`config.mk`:
```
export PLATFORM = sky130hd
export DESIGN_NAME = seg7_scan_driver
export DESIGN_NICKNAME = d
export VERILOG_FILES = /design/src/rtl/calc_pkg.sv /design/src/rtl/seg7_decode.sv /design/src/rtl/seg7_scan_driver.sv
export SDC_FILE = /design/constraint.sdc
export NUM_CORES = 1
export LEC_CHECK = 0
export BUFFER_PORTS_ARGS = -buffer_cell sky130_fd_sc_hd__buf_2
export CAP_MARGIN = 20
export CORE_UTILIZATION = 57
export DETAILED_ROUTE_END_ITERATION = 7
export PLACE_DENSITY = 0.88
export SLEW_MARGIN = 15
export SYNTH_ARGS = -nofsm -noshare
export SYNTH_HDL_FRONTEND = slang
export SYNTH_SLANG_ARGS = --single-unit
export TNS_END_PERCENT = 1
```
`constraint.sdc`:
```
create_clock -name CLK -period 2.8 [get_ports CLK]
set_input_delay 0.56 -clock CLK [delete_from_list [all_inputs] [get_ports CLK]]
set_output_delay 0.56 -clock CLK [all_outputs]
set_load 0.1 [all_outputs]
```
`src/rtl/calc_pkg.sv`:
```
// Shared calculator constants: active-low seven-segment patterns ordered {g,f,e,d,c,b,a}
// and the default display refresh divider.
package calc_pkg;

  localparam logic [6:0] SEG_0     = 7'b1000000;
  localparam logic [6:0] SEG_1     = 7'b1111001;
  localparam logic [6:0] SEG_2     = 7'b0100100;
  localparam logic [6:0] SEG_3     = 7'b0110000;
  localparam logic [6:0] SEG_4     = 7'b0011001;
  localparam logic [6:0] SEG_5     = 7'b0010010;
  localparam logic [6:0] SEG_6     = 7'b0000010;
  localparam logic [6:0] SEG_7     = 7'b1111000;
  localparam logic [6:0] SEG_8     = 7'b0000000;
  localparam logic [6:0] SEG_9     = 7'b0010000;
  localparam logic [6:0] SEG_BLANK = 7'h7F;
  localparam logic [6:0] SEG_MINUS = 7'b0111111;
  localparam logic [6:0] SEG_ERR   = 7'b0000110;

  localparam int REFRESH_DIV_DEFAULT = 100000;

endpackage

```
`src/rtl/seg7_decode.sv`:
```
// Combinational BCD digit to active-low seven-segment pattern; non-decimal codes show "E".
module seg7_decode
  import calc_pkg::*;
(
  input  logic [3:0] i_digit,
  output logic [6:0] o_seg
);

  // Digit lookup
  always_comb begin
    o_seg = SEG_ERR;
    case (i_digit)
      4'd0:    o_seg = SEG_0;
      4'd1:    o_seg = SEG_1;
      4'd2:    o_seg = SEG_2;
      4'd3:    o_seg = SEG_3;
      4'd4:    o_seg = SEG_4;
      4'd5:    o_seg = SEG_5;
      4'd6:    o_seg = SEG_6;
      4'd7:    o_seg = SEG_7;
      4'd8:    o_seg = SEG_8;
      4'd9:    o_seg = SEG_9;
      default: o_seg = SEG_ERR;
    endcase
  end

endmodule

```
`src/rtl/seg7_scan_driver.sv`:
```
// Time-multiplexed driver for a common-anode seven-segment display with
// leading-zero blanking and a floating minus sign placed just left of the top digit.
module seg7_scan_driver
  import calc_pkg::*;
#(
  parameter int DECIMAL_DIGITS = 7,
  parameter int REFRESH_DIV    = REFRESH_DIV_DEFAULT
) (
  input  logic                          CLK,
  input  logic                          RST,
  input  logic [DECIMAL_DIGITS*4-1:0]   i_bcd,
  input  logic                          i_neg,
  input  logic                          i_valid,
  input  logic                          i_clear,
  output logic [DECIMAL_DIGITS:0]       o_an,
  output logic [6:0]                    o_seg,
  output logic                          o_dp
);

  localparam int NUM_POS = DECIMAL_DIGITS + 1;
  localparam int POS_W   = (NUM_POS > 1) ? $clog2(NUM_POS) : 1;
  localparam int PRE_W   = $clog2(REFRESH_DIV);

  logic [PRE_W-1:0]              r_pre;
  logic [POS_W-1:0]              r_pos;
  logic [DECIMAL_DIGITS*4-1:0]   r_disp_bcd;
  logic                          r_disp_neg;
  logic [NUM_POS-1:0]            r_an;
  logic [6:0]                    r_seg;
  logic                          r_dp;

  logic [POS_W-1:0]              w_msd;
  logic [POS_W:0]                w_msd_p1;
  logic                          w_nonzero;
  logic [3:0]                    w_digit;
  logic [6:0]                    w_dec;
  logic [6:0]                    w_seg_next;
  logic [NUM_POS-1:0]            w_an_next;

  // Prescaler and scan position
  always_ff @(posedge CLK or posedge RST) begin
    if (RST) begin
      r_pre <= '0;
      r_pos <= '0;
    end else if (r_pre == PRE_W'(REFRESH_DIV - 1)) begin
      r_pre <= '0;
      if (r_pos == POS_W'(NUM_POS - 1)) begin
        r_pos <= '0;
      end else begin
        r_pos <= r_pos + POS_W'(1);
      end
    end else begin
      r_pre <= r_pre + PRE_W'(1);
    end
  end

  // Display register; clear has priority over a simultaneous load
  always_ff @(posedge CLK or posedge RST) begin
    if (RST) begin
      r_disp_bcd <= '0;
      r_disp_neg <= 1'b0;
    end else if (i_clear) begin
      r_disp_bcd <= '0;
      r_disp_neg <= 1'b0;
    end else if (i_valid) begin
      r_disp_bcd <= i_bcd;
      r_disp_neg <= i_neg;
    end else begin
      r_disp_bcd <= r_disp_bcd;
      r_disp_neg <= r_disp_neg;
    end
  end

  // Highest nonzero digit (codes above 9 count as nonzero)
  always_comb begin
    w_msd     = '0;
    w_nonzero = 1'b0;
    for (int k = 0; k < DECIMAL_DIGITS; k++) begin
      if (r_disp_bcd[4*k +: 4] != 4'd0) begin
        w_msd     = POS_W'(k);
        w_nonzero = 1'b1;
      end else begin
        w_msd     = w_msd;
        w_nonzero = w_nonzero;
      end
    end
    w_msd_p1 = {1'b0, w_msd} + (POS_W+1)'(1);
  end

  // Digit under the scan and its anode pattern; the sign-only position selects digit 0
  always_comb begin
    w_digit   = 4'd0;
    w_an_next = '1;
    for (int k = 0; k < NUM_POS; k++) begin
      w_an_next[k] = (r_pos != POS_W'(k));
      if ((k < DECIMAL_DIGITS) && (r_pos == POS_W'(k))) begin
        w_digit = r_disp_bcd[4*k +: 4];
      end else begin
        w_digit = w_digit;
      end
    end
  end

  seg7_decode u_decode (
    .i_digit (w_digit),
    .o_seg   (w_dec)
  );

  // Blanking and minus placement; negative zero falls through to a plain "0"
  always_comb begin
    w_seg_next = SEG_BLANK;
    if (r_pos <= w_msd) begin
      w_seg_next = w_dec;
    end else if (({1'b0, r_pos} == w_msd_p1) && r_disp_neg && w_nonzero) begin
      w_seg_next = SEG_MINUS;
    end else begin
      w_seg_next = SEG_BLANK;
    end
  end

  // Output registers
  always_ff @(posedge CLK or posedge RST) begin
    if (RST) begin
      r_an  <= '1;
      r_seg <= SEG_BLANK;
      r_dp  <= 1'b1;
    end else begin
      r_an  <= w_an_next;
      r_seg <= w_seg_next;
      r_dp  <= 1'b1;
    end
  end

  assign o_an  = r_an;
  assign o_seg = r_seg;
  assign o_dp  = r_dp;

endmodule

```
==> results of run 1 <==
-- logic make-up (layout without fill, tap and decap cells) --
| kind of cell | Yosys count | count (layout) | share of synthesized area (%) |
|---|---|---|---|
| buffers and inverters | 28 | 86 | 3.95 |
| adder cells (fa/ha/maj) | 16 | 16 | 5.91 |
| AND/OR/NAND/NOR | 116 | 116 | 17.2 |
| other | 1 | 1 | 0.111 |
| AO/OA/AOI/OAI | 48 | 48 | 11.6 |
| multiplexers | 31 | 31 | 9.20 |
| XOR/XNOR | 16 | 16 | 4.14 |
| flip-flops | 64 | 64 | 47.8 |
-- power groups by stage --
stage               clock network, mW  logic, mW  registers, mW
finish                          0.799      0.327          0.999
global route                    0.858      0.358           1.00
CTS                             0.813      0.327          0.998
detailed placement                  0      0.326           1.01
global placement                    0      0.317           1.01
floorplan                           0      0.159           1.11
-- registers in the layout (all words and copies together) (netlist names) --
name	flops
r_disp_neg	1
r_disp_bcd	28
o_an	8
r_pos	3
r_pre	17
o_seg	7
-- per-stage QoR --
| stage | setup slack (ps) | utilization [%] | cell area (µm²) |
|---|---|---|---|
| 2_1_floorplan | 265 | - | 3390 |
| 3_3_place_gp | 201 | 65.9 | 3690 |
| 3_5_place_dp | 74.0 | 65.9 | 3690 |
| 4_1_cts | 50.9 | 69.4 | 3890 |
| 5_1_grt | -80.6 | 69.8 | 3920 |
| 6_report | 121 | 69.8 | 3920 |
-- routing by layer --
metal | part of all wire, % | vias to the layer above | track usage [%]
li1 | - | 1228 | -
met1 | 44 | 1268 | 32.2
met2 | 48 | 93 | 41.3
met3 | 6.1 | 14 | 7.70
met4 | 2.0 | 0 | 9.82
met5 | 0 | - | 0
-- final cells by class --
type | instances | area, µm² | area share, %
Multi-Input combinational cell | 228 | 1650 | 42.0
Clock inverter | 3 | 40.0 | 1.02
Inverter | 13 | 48.8 | 1.25
Clock buffer | 13 | 159 | 4.06
Tap cell | 72 | 90.1 | 2.30
Sequential cell | 64 | 1620 | 41.4
Timing Repair Buffer | 57 | 310 | 7.92
-- final timing paths --
| path | from | end | slack, ps | depth (start not counted) |
|---|---|---|---|---|
| max in group asynchronous | RST | o_seg[3] | 1940 | 3 |
| hold reg to reg | r_pre[0] | r_pre[0] | 490 | 1 |
| setup / recovery | r_pos[0] | o_seg[3] | 120 | 9 |
| min in group CLK | i_bcd[14] | r_disp_bcd[14] | 450 | 3 |
| setup reg to reg | r_pos[0] | o_seg[3] | 120 | 9 |
| hold / removal | RST | r_pre[3] | 170 | 2 |
-- worst register-to-register path: stages (launching register included) --
cell	delay [ps]
dfrtp_1	390
inv_1	110
ha_1	360
buf_4	230
a221o_1	360
o211ai_1	210
inv_1	150
ha_1	320
or3_1	400
o211ai_2	80
-- cells in the mapped netlist, types with 5 or more instances --
cell type / count
dfrtp_1: 49
nor2_1: 45
mux2i_1: 30
nand2_1: 18
ha_1: 16
dfstp_2: 15
inv_1: 13
a21oi_1: 10
nand3_1: 10
xnor2_1: 9
nor4_1: 8
xor2_1: 7
nand2b_1: 6
o21ai_1: 6
and3_1: 5
buf_2: 5
clkbuf_1: 5
nor2b_1: 5
o21ai_0: 5
-- repair_timing --
| action | in CTS | in global routing |
|---|---|---|
| endpoints found under the setup margin | 0 | 1 |
| resized for setup | 0 | 4 |
| setup buffers | 0 | 1 |
| hold buffers | 0 | 0 |
==> summary.txt, run 1 <==
Run status
  – Outcome: complete, no violations

STA
  – Slew @ Worst Pin: 844 ps
  – Clk_skew: 5.96 ps
  – Fmax: 0.373 GHz
  – Minimum hold slack: 170 ps
  – Period utilisation layout: 95.7%
  – Final setup fails: 0
  – Final hold vios: 0
  – Fin crit period: 2680 ps
  – Setup TNS: 0 ps
  – Relative slew slack: 43.7%
  – Max-slew violation count: 0

Critical path
  – CP max stage delay: 400 ps
  – CP delay by family, top: adder cells
  – Worst setup SP type: flip-flop
  – Critical path cell sequence: inv_1 > ha_1 > buf_4 > a221o_1 > o211ai_1 > inv_1 > ha_1 > or3_1 > o211ai_2
  – Worst Path Class, Setup: flip-flop to flip-flop
  – Slowest CP cell: or3_1
  – WP buf/inv: 3
  – Critical path endpoint category: flip-flop
  – Worst EP required: 3070 ps
  – Highest net fanout along the worst path: 12
  – Data arrival, critical path: 2950 ps

Cells and area
  – Nets: 422
  – N_diodes: 0
  – Fraction of layout cells with a size suffix above 1: 27.5%
  – Most frequent cells in the layout: dfrtp_1, buf_2, nor2_1
  – Fill count: 423
  – Area delta synth->final: 15.6%
  – Non-Filler Instances: 450
  – Commonest non-fill, non-tap cell in the layout: dfrtp_1

Synth
  – Seq cells post-synth: 64
  – Yosys warns: 0
  – Synth async-reset ratio: 100%
  – Post-Synthesis Cells: 320
  – Avg Cell Area, Syn: 10.6 µm²
  – Yosys top cell by area: dfrtp_1
  – Register area share after synthesis: 47.8%
  – Ys flop type: dfrtp_1
  – EDFF count, synth: 0
  – Syn Nets: 369
  – Mapped Area: 3390 µm²
  – Top area cells in the synthesized netlist: dfrtp_1, dfstp_2, mux2i_1
  – Synth top area share: 36.2%
  – Netlist cell types: 56

Global route
  – Initial antenna violation count: 0
  – Vias in the first global route: 2554
  – Total track usage: 25.5%
  – First-pass GRT wire length: 12.0 mm
  – Largest net degree at the start of global routing: 30
  – Global route overflow: 0

Pwr
  – Clock network power share: 37.6%
  – Lkg Pwr: 1.87 nW
  – Pwr per Cell Area: 542 nW/µm²
  – Tot Pwr: 2.12 mW
  – Net Sw Power: 592 µW
  – Switch share: 27.9%
  – Internal power: 1.53 mW
  – Seq pwr share: 47.0%
  – Worst IR Drop VDD: 0.000391 V
  – Gate power share: 15.4%

Floorplanning
  – # rows: 27
  – Die width: 79.1 µm
  – Core area: 5610 µm²
  – Ports: 49
  – Die H: 79.1 µm
  – Die Area: 6250 µm²
  – Initial Util: 60.4%

Clock tree
  – Clk root buf: clkbuf_8
  – CTS Buffer Depth: 2
  – CTS tree: done
  – Clk slew on worst S/H paths: 70 ps
  – Latest clock arrival within the worst-skew pair: 350 ps
  – Clock Sinks: 64
  – TritonCTS Buffers: 9
  – H-tree depth: 3

Placement
  – Placed Cells: 433
  – Port buffer count: 47
  – Detail Placement HPWL: 5.05 mm
  – GP Congestion: 0.938

Run
  – Max cap viols: 0

Routing
  – 1st-iter DRT viols: 197
  – DR DRC count: 0
  – Routed len/inst: 15.8 µm
  – Total number of vias: 2603
  – WL final: 7.13 mm
  – Via/cell ratio: 5.78
  – DRT antenna net count: 0
  – Pre-antenna DRT Iters: 4

Min path
  – Tightest Hold Check Type: input port to async pin
Note: power is estimated with default switching activity, not from simulation.
==> run 2, diff against run 1 <==
==> config.mk (replaced) <==
export PLATFORM = sky130hd
export DESIGN_NAME = seg7_scan_driver
export DESIGN_NICKNAME = d
export VERILOG_FILES = /design/src/rtl/calc_pkg.sv /design/src/rtl/seg7_decode.sv /design/src/rtl/seg7_scan_driver.sv
export SDC_FILE = /design/constraint.sdc
export NUM_CORES = 1
export LEC_CHECK = 0
export CAP_MARGIN = 20
export CORE_UTILIZATION = 63
export DETAILED_ROUTE_END_ITERATION = 7
export DONT_BUFFER_PORTS = 1
export PLACE_DENSITY = 0.87
export SYNTH_ARGS = -nofsm -noshare
export SYNTH_HDL_FRONTEND = slang
export SYNTH_SLANG_ARGS = --single-unit
==> run 2 against run 1 <==
  * Count of clock-buffer cells in the layout is 3 higher
  * Critical endpoint unchanged
  * Combinational power is 46% lower
  * Largest cell class unchanged
  * Core utilization is 1.6 points higher
  * Largest power group unchanged
  * Sequential power is 10% higher
  * Via count is 7.2% lower
  * Register-to-register slack hardly changed
  * Sequential share of layout area is 2.7 points higher
  * Non-clock buffer count is 49 lower
==> summary.txt, run 2 (same netlist as run 1, synthesis figures left out) <==
Run status
  – Outcome: complete, no violations

Clock tree
  – Post-CTS setup buffer count: 0 (unchanged)
  – TritonCTS Buffers: 9 (unchanged)
  – CTS tree: done
  – H-tree depth: 3 (unchanged)
  – Clk root buf: clkbuf_8
  – CTS Buffer Depth: 2 (unchanged)
  – Latest clock arrival within the worst-skew pair: 340 ps (about the same)
  – Clk slew on worst S/H paths: 70 ps (about the same)
  – Clock Sinks: 64 (unchanged)

Pwr
  – Gate power share: 8.8% (-6.6 points)
  – Seq pwr share: 55.2% (+8.2 points)
  – Lkg Pwr: 1.68 nW (-10%)
  – Worst IR Drop VDD: 0.000418 V (+7.0%)
  – Internal power: 1.45 mW (-5.3%)
  – Net Sw Power: 549 µW (-7.3%)
  – Clock network power share: 36.0% (-1.6 points)
  – Pwr per Cell Area: 544 nW/µm² (+0.38%)
  – Switch share: 27.4% (-0.42 points)

Critical path
  – Crit path from: r_pos[1]
  – Critical path cell sequence: ha_1 > ha_1 > a22o_1 > a2111oi_4 > o32ai_4 > inv_1 > ha_1 > or3_1 > o211ai_2
  – R2R cell count: 9 (unchanged)
  – Critical path endpoint category: flip-flop
  – Slowest CP cell: dfrtp_1
  – Crit-path most repeated cell: ha_1
  – Worst EP required: 3080 ps (about the same)
  – Data arrival, critical path: 2940 ps (about the same)
  – Worst Path Class, Setup: flip-flop to flip-flop
  – Reg-to-reg endpoint: o_seg[3]
  – R2R Path Start: r_pos[1]
  – Critical path destination: o_seg[3]
  – CP max stage delay: 440 ps (+40 ps)
  – Highest net fanout along the worst path: 5 (-7)
  – Worst setup SP type: flip-flop
  – Reg2Reg Setup Slack: 130 ps (about the same)

Routing
  – DRT antenna net count: 0 (unchanged)
  – DR DRC count: 0 (unchanged)
  – 1st-iter DRT viols: 146 (-26%)
  – Total number of vias: 2415 (-7.2%)
  – Pre-antenna DRT Iters: 4 (unchanged)
  – Via/cell ratio: 6.05 (+4.6%)
  – Routed len/inst: 17.0 µm (+7.3%)
  – WL final: 6.78 mm (-4.9%)

Cells and area
  – Fraction of layout cells with a size suffix above 1: 16.1% (-11 points)
  – Max reg flops: 28 (unchanged)
  – Most frequent cells in the layout: dfrtp_1, nor2_1, mux2i_1
  – Fill count: 400 (-5.4%)
  – Nets: 373 (-12%)
  – Non-Filler Instances: 399 (-11%)
  – Commonest non-fill, non-tap cell in the layout: dfrtp_1
  – Biggest register: r_disp_bcd
  – Area delta synth->final: 8.46%
  – N_diodes: 0 (unchanged)

STA
  – Relative slew slack: 43.3% (-0.39 points)
  – RSZ-0062 raised after global routing: no
  – Final hold vios: 0 (unchanged)
  – Fin crit period: 2670 ps (-10.6 ps)
  – Setup TNS: 0 ps (unchanged)
  – Final setup fails: 0 (unchanged)
  – Fmax: 0.375 GHz (+0.40%)
  – Max-slew violation count: 0 (unchanged)
  – Period utilisation layout: 95.3% (-0.38 points)
  – Clk_skew: 9.35 ps (+3.39 ps)
  – Slew @ Worst Pin: 845 ps (+0.741 ps)

Floorplanning
  – Initial Util: 65.9% (+5.5 points)
  – Core area: 5140 µm² (-8.3%)
  – Die H: 75.3 µm (-4.8%)
  – Ports: 49 (unchanged)
  – Die width: 75.3 µm (-4.8%)
  – Die Area: 5670 µm² (-9.3%)
  – # rows: 26 (-3.7%)

Run
  – Max cap viols: 0 (unchanged)

Placement
  – GP Congestion: 0.918 (-2.1%)
  – Detail Placement HPWL: 4.87 mm (-3.6%)
  – Port buffer count: 0 (-100%)
  – Placed Cells: 383 (-12%)

Global route
  – Vias in the first global route: 2274 (-11%)
  – Met2 Use GR: 39.9% (-1.4 points)
  – Largest net degree at the start of global routing: 34 (+13%)
  – Initial antenna violation count: 0 (unchanged)
  – Global route overflow: 0 (unchanged)
  – Met3 Resource Use GR: 7.80% (+0.10 points)
  – First-pass GRT wire length: 10.9 mm (-9.1%)
  – Total track usage: 26.5% (+1.0 points)
  – Met1 GRT Util: 36.9% (+4.7 points)
  – Global route hottest layer: met2

Min path
  – Tightest Hold Check Type: input port to async pin
## run 2: what timing repair did
item / in CTS / in global routing
resized for setup: 0 / 5
endpoints found under the setup margin: 0 / 1
hold buffers: 0 / 0
endpoints found under the hold margin: 0 / 0
## run 2: how the worst min path moves through the flow
stage	start	to	slack (ps)	cells after the start
after CTS	RST	r_disp_bcd[13]	200	1
after detailed placement	r_pre[0]	r_pre[0]	470	1
final	RST	r_pos[2]	200	1
after global routing	RST	r_disp_bcd[13]	250	1
after global placement	r_pre[0]	r_pre[0]	470	1
after floorplan	r_pre[14]	r_pre[14]	450	1
## run 2: power by group through the flow
stage	combinational, mW	sequential [mW]	clock [mW]
final	0.176	1.10	0.721
after global placement	0.169	1.12	0
after CTS	0.176	1.10	0.735
after floorplan	0.159	1.11	0
after global routing	0.202	1.11	0.763
after detailed placement	0.175	1.12	0
## run 2: final cells by class
cell class / count / area [µm²] / share of cell area (%)
Sequential cell: 64 / 1620 / 44.1
Inverter: 13 / 48.8 / 1.33
Tap cell: 70 / 87.6 / 2.38
Clock buffer: 16 / 180 / 4.90
Multi-Input combinational cell: 228 / 1660 / 45.3
Timing Repair Buffer: 8 / 72.6 / 1.98
## run 2: critical path: cells and delay by family (launching register included)
kind	cells	cell delay [ps]
compound gates	4	930
flops	1	440
simple gates	1	380
fa+ha+maj	3	720
buf+inv	1	130
## run 2: stage by stage
| stage | power [mW] | util, % | setup slack [ps] | cell area (µm²) | hold WS (ps) |
|---|---|---|---|---|---|
| 2_1_floorplan | 1.26 | - | 265 | 3390 | 451 |
| 3_3_place_gp | 1.29 | 67.4 | 228 | 3460 | 472 |
| 3_5_place_dp | 1.29 | 67.4 | 110 | 3460 | 473 |
| 4_1_cts | 2.01 | 70.9 | 103 | 3640 | 201 |
| 5_1_grt | 2.07 | 71.5 | 6.65 | 3670 | 247 |
| 6_report | 2.00 | 71.5 | 132 | 3670 | 195 |
## run 2: layer usage
layer,up-vias,wire [µm]
li1,1121,-
met1,1203,3130
met2,80,3130
met3,11,423
met4,0,100
met5,-,0
